`src/rtl/aik_pkg.sv`:
```
// Shared Aiken (2421) code definitions: FSM states, illegal-code bounds and the digit decoder.
package aik_pkg;

    typedef enum logic {
        StAcc,
        StDone
    } aik_state_e;

    localparam logic [3:0] AIK_ILL_LO = 4'b0101;
    localparam logic [3:0] AIK_ILL_HI = 4'b1010;
    localparam logic [3:0] AIK_OFFSET = 4'd6;

    // Returns {illegal, digit}; illegal codes decode to digit 0.
    function automatic logic [4:0] aik_decode(input logic [3:0] code);
        logic [4:0] res;
        if (code < AIK_ILL_LO) begin
            res = {1'b0, code};
        end else if (code > AIK_ILL_HI) begin
            res = {1'b0, code - AIK_OFFSET};
        end else begin
            res = {1'b1, 4'd0};
        end
        return res;
    endfunction

endpackage

```
`src/rtl/aik_digit_dec.sv`:
```
// Combinational single-digit Aiken (2421) decoder, shared by Aiken receive paths.
module aik_digit_dec
    import aik_pkg::*;
(
    input  logic [3:0] code,
    output logic [3:0] digit,
    output logic       illegal
);

    always_comb begin
        {illegal, digit} = aik_decode(code);
    end

endmodule

```
`src/rtl/aik2bin_acc.sv`:
```
// Serial Aiken (2421) to binary accumulator, MSD first, valid/ready in and out.
// Optional length check enabled by defining AIK2BIN_LEN_CHECK_EN.
module aik2bin_acc
    import aik_pkg::*;
#(
    parameter int unsigned DIGITS = 4,
    localparam int unsigned OUT_W = $clog2(10 ** DIGITS),
    localparam int unsigned CNT_W = $clog2(DIGITS + 1)
) (
    input  logic             clk,
    input  logic             rst_n,
    input  logic [3:0]       in_aiken,
    input  logic             in_valid,
    input  logic             in_last,
    output logic             in_ready,
    output logic [OUT_W-1:0] out_bin,
    output logic             out_err,
    output logic [CNT_W-1:0] out_ndig,
    output logic             out_valid,
    input  logic             out_ready
);

    aik_state_e       state;
    logic [OUT_W-1:0] acc;
    logic [CNT_W-1:0] cnt;
    logic             err;

    logic [3:0]       digit;
    logic             illegal;
    logic [OUT_W-1:0] acc_x10;
    logic [OUT_W-1:0] acc_mac;
    logic [CNT_W-1:0] cnt_inc;
    logic             cnt_full;
    logic             accept;

    aik_digit_dec u_dec (
        .code    (in_aiken),
        .digit   (digit),
        .illegal (illegal)
    );

    always_comb begin
        acc_x10  = (acc << 3) + (acc << 1);
        acc_mac  = acc_x10 + OUT_W'(digit);
        cnt_full = (cnt == CNT_W'(DIGITS));
        cnt_inc  = cnt_full ? cnt : cnt + CNT_W'(1);
        accept   = in_valid && (state == StAcc);
    end

    always_ff @(posedge clk or negedge rst_n) begin
        if (!rst_n) begin
            state <= StAcc;
            acc   <= '0;
            cnt   <= '0;
            err   <= 1'b0;
        end else begin
            unique case (state)
                StAcc: begin
                    if (accept) begin
                        cnt <= cnt_inc;
`ifdef AIK2BIN_LEN_CHECK_EN
                        // Over-length digits poison the frame but never disturb acc.
                        if (cnt_full) begin
                            err <= 1'b1;
                        end else begin
                            acc <= acc_mac;
                            err <= err | illegal;
                        end
`else
                        acc <= acc_mac;
                        err <= err | illegal;
`endif
                        if (in_last) begin
                            state <= StDone;
                        end
                    end
                end
                StDone: begin
                    if (out_ready) begin
                        state <= StAcc;
                        acc   <= '0;
                        cnt   <= '0;
                        err   <= 1'b0;
                    end
                end
                default: state <= StAcc;
            endcase
        end
    end

    // Handshake flags come from the state register only: no input-to-output paths.
    assign in_ready  = (state == StAcc);
    assign out_valid = (state == StDone);
    assign out_bin   = acc;
    assign out_err   = err;
    assign out_ndig  = cnt;

endmodule

```
`config.mk`:
```
export PLATFORM = sky130hd
export DESIGN_NAME = aik2bin_acc
export DESIGN_NICKNAME = d
export VERILOG_FILES = /design/src/rtl/aik_pkg.sv /design/src/rtl/aik_digit_dec.sv /design/src/rtl/aik2bin_acc.sv
export SDC_FILE = /design/constraint.sdc
export NUM_CORES = 1
export LEC_CHECK = 0
export BUFFER_PORTS_ARGS = -buffer_cell sky130_fd_sc_hd__buf_2
export CAP_MARGIN = 20
export CORE_ASPECT_RATIO = 1.75
export CORE_MARGIN = 3
export CORE_UTILIZATION = 50
export CTS_BUF_LIST = sky130_fd_sc_hd__clkbuf_4 sky130_fd_sc_hd__clkbuf_8 sky130_fd_sc_hd__clkbuf_16
export CTS_CLUSTER_SIZE = 12
export DETAILED_ROUTE_END_ITERATION = 10
export PLACE_DENSITY = 0.76
export SLEW_MARGIN = 20
export SYNTH_ARGS = -nofsm -noshare
export SYNTH_HDL_FRONTEND = slang
export SYNTH_SLANG_ARGS = --single-unit
export TNS_END_PERCENT = 1
```
`constraint.sdc`:
```
create_clock -name clk -period 2.4 [get_ports clk]
set_input_delay 0.24 -clock clk [delete_from_list [all_inputs] [get_ports clk]]
set_output_delay 0.24 -clock clk [all_outputs]
set_load 0.03 [all_outputs]
```
==> results.tsv <==
metric	value	unit
via_count	1523	
drt_first_pass_iters	4	
postSynthAreaPerCell	9.50	sq um
groute.usage.overall	24.0	%
syn_to_final_growth	28.5	%
timing.critical_path.slowest_cell_delay	0.40	ns
wl_per_cell	16.2	um
footprint_of_the_flip_flops_and_latches	478	sq um
number_of_vias_per_cell_after_detailed_routing	6.00	
min_period	2.58	ns
mostFrequentLayoutCell	buf_2	
max_slew_margin	51.6	%
final_core_area_utilization	67.6	%
clock_sink_count	19	
final_critical_path_setup_slack	-0.177	ns
crit_required	2.54	ns
timing_hold_violations_final	0	
multi_input_area	0.00109	sq mm
clk_path_buf_depth	2	
run_status	complete, but fails checks	
report.final.setup_viol	6	
n_antenna_cell	0	
grt_pass1_vias	1556	
netlist_area	0.00156	sq mm
pwr_density_cell	1380	mW/mm^2
rsz_0062_raised_after_global_routing	yes	
preCtsSetupSlack	-0.531	ns
hold_path.class	in2reg	
detailed_place_hpwl	3210	um
total_negative_slack	-0.611	ns
postSynthCellCount	164	
vdd.ir_drop.worst	814	uV
ant_nets	0	
cts_made_buffers	3	
chipWidth	48.2	um
post_route_cells_drive_above_1_share	34.0	%
worstSkewPairLatency	0.26	ns
layoutNonFillerInstCount	254	
finalWeightedCongestion	0.890	
critical_path_class	in2reg	
cts.htree.levels	1	
cap_viol_max_count	0	
count_of_boundary_i_o_pins	29	
coreArea	0.00296	sq mm
design.die.area	0.00385	sq mm
layout_common_cells	26 x buf_2, 23 x ha_1, 19 x buf_4	
worstPathMaxFanout	4	
synth_seq_area_share	30.5	%
antenna_found_initial	0	
power.static_leakage	1.02	nW
synth.yosys.warnings	0	
grt_first_pass_wirelength	6670	um
number_of_fill_cells_in_the_layout	238	
synth.lib_cells_used.distinct	41	
worst_path_max_delay_cell	fa_2	
floorplan.initialDensity	52.6	%
cts_tree	done	
fp.dieH	79.8	um
numPlacedInstances	248	
final_nets	249	
port_buffers	28	
ys_seq_elements	19	
num_rows	26	
violations	setup timing	
cts.reportedPaths.clkPinSlew	0.07	ns
part_of_the_cycle_the_worst_path_needs	107	%
setup_skew	0.00605	ns
path_cells	buf_4 -> inv_1 -> o41ai_2 -> ha_1 -> ha_4 -> fa_2 -> a21o_1 -> a221o_1 -> a311oi_2 -> xor2_1 -> o21ai_1	
remaining_drc_errors	0	
synth.net_count	200	
max_slew.worst_pin.slew	0.725	ns
critical_path_arrival	2.72	ns
drtIter0Drc	69	
timing.critical_path.to_type	flop	
design_power_total	2.77	mW
count_of_pins_over_their_slew_limit	0	
root_buffer	clkbuf_8	
maximum_achievable_frequency	0.388	GHz
grt_max_degree	20	
gr-total-overflow	0	
finalWirelength	4110	um
start_kind	input pin	
cell usage after synthesis:
library cell | instances | share of area, %
clkbuf_1 | 2 | 0.48
fa_1 | 2 | 2.6
a21o_1 | 2 | 0.96
o21ai_0 | 5 | 1.6
or3_4 | 1 | 0.72
or2b_1 | 1 | 0.48
nand4b_1 | 2 | 1.1
a32o_1 | 4 | 2.6
inv_1 | 11 | 2.7
a221o_1 | 1 | 0.64
xnor2_4 | 1 | 1.8
a211oi_1 | 1 | 0.48
nor2b_1 | 3 | 1.2
a21oi_1 | 14 | 4.5
xnor2_1 | 3 | 1.7
dfrtp_1 | 19 | 31
nand2_1 | 15 | 3.6
a311oi_2 | 2 | 1.9
nand3_1 | 3 | 0.96
nor3_1 | 4 | 1.3
or3_1 | 2 | 0.80
o31ai_1 | 1 | 0.48
or4_1 | 1 | 0.48
inv_2 | 2 | 0.48
ha_1 | 25 | 20
a21boi_0 | 1 | 0.48
nand3b_1 | 1 | 0.48
nand4_1 | 1 | 0.40
o2111ai_1 | 1 | 0.56
o21ai_1 | 8 | 2.6
mux2i_1 | 1 | 0.64
nor2_1 | 7 | 1.7
a31oi_2 | 1 | 0.80
a22o_1 | 4 | 2.2
a31oi_1 | 2 | 0.80
o22a_1 | 1 | 0.56
o41ai_1 | 1 | 0.56
a32o_2 | 1 | 0.72
o21bai_1 | 1 | 0.48
and3_1 | 3 | 1.2
xor2_1 | 3 | 1.7
logic make-up after synthesis:
family	Yosys count	share of synthesized area, %
simple gates	44	14.5
flops	19	30.5
compound gates	51	23.0
xor+xnor	7	5.14
fa+ha+maj	27	22.7
buf+inv	15	3.61
mux	1	0.643
critical path, delay by kind of cell:
family,cells,cell delay [ns]
adders and majority gates,3,0.89
xor gates and xnor gates,1,0.16
AOI/OAI and AO/OA,5,1.23
buffers and inverters,2,0.18
metrics by stage:
step           hold WS (ns)  cell area [sq um]
2_1_floorplan       -0.0556               1600
5_1_grt               0.198               2000
3_3_place_gp          0.203               1910
3_5_place_dp          0.208               1910
4_1_cts               0.180               1990
6_report              0.186               2000
layout make-up:
type                    instances  share of cell area, %
clock buffers                   4                   2.44
flip-flops and latches         19                   23.9
well taps                      42                   2.63
repair buffers                 46                   14.1
inverters                      13                   2.44
multi-input cells             130                   54.5
flip-flops by register name (all words and copies together) (netlist names):
signal	cells
out_err	1
out_ndig	3
out_bin	14
out_valid	1
per-layer routing:
metal	global-route usage [%]	part of all wire, %
met5	0	0
met4	15.4	6.4
met3	2.26	3.5
met2	40.2	52
met1	26.4	38
path summary, 6_finish.rpt:
kind / start / end / slack (ns) / cells past startpoint
setup / recovery: in_aiken[2] / out_bin[12]$_DFFE_PN0P_ / -0.18 / 11
setup reg to reg: out_bin[0]$_DFFE_PN0P_ / out_bin[12]$_DFFE_PN0P_ / -0.13 / 9
max in group asynchronous: rst_n / out_bin[2]$_DFFE_PN0P_ / 1.61 / 2
hold reg to reg: out_bin[13]$_DFFE_PN0P_ / out_bin[13]$_DFFE_PN0P_ / 0.49 / 1
min in group asynchronous: rst_n / out_bin[11]$_DFFE_PN0P_ / 0.45 / 2
hold / removal: out_ready / out_valid$_DFF_PN0_ / 0.19 / 2
where the power goes:
group	internal (mW)	total [mW]	switching, mW
clock	0.130	0.239	0.110
combinational	0.809	1.95	1.14
sequential	0.450	0.583	0.133
timing repair:
| item | CTS | global route |
|---|---|---|
| resized for setup | 3 | 3 |
| pin swaps | 4 | 1 |
| hold endpoints to repair | 19 | 0 |
| setup endpoints to repair | 6 | 7 |
| hold buffers | 1 | 0 |
| buffers inserted | 1 | 0 |
Note: power is estimated with default switching activity, not from simulation.
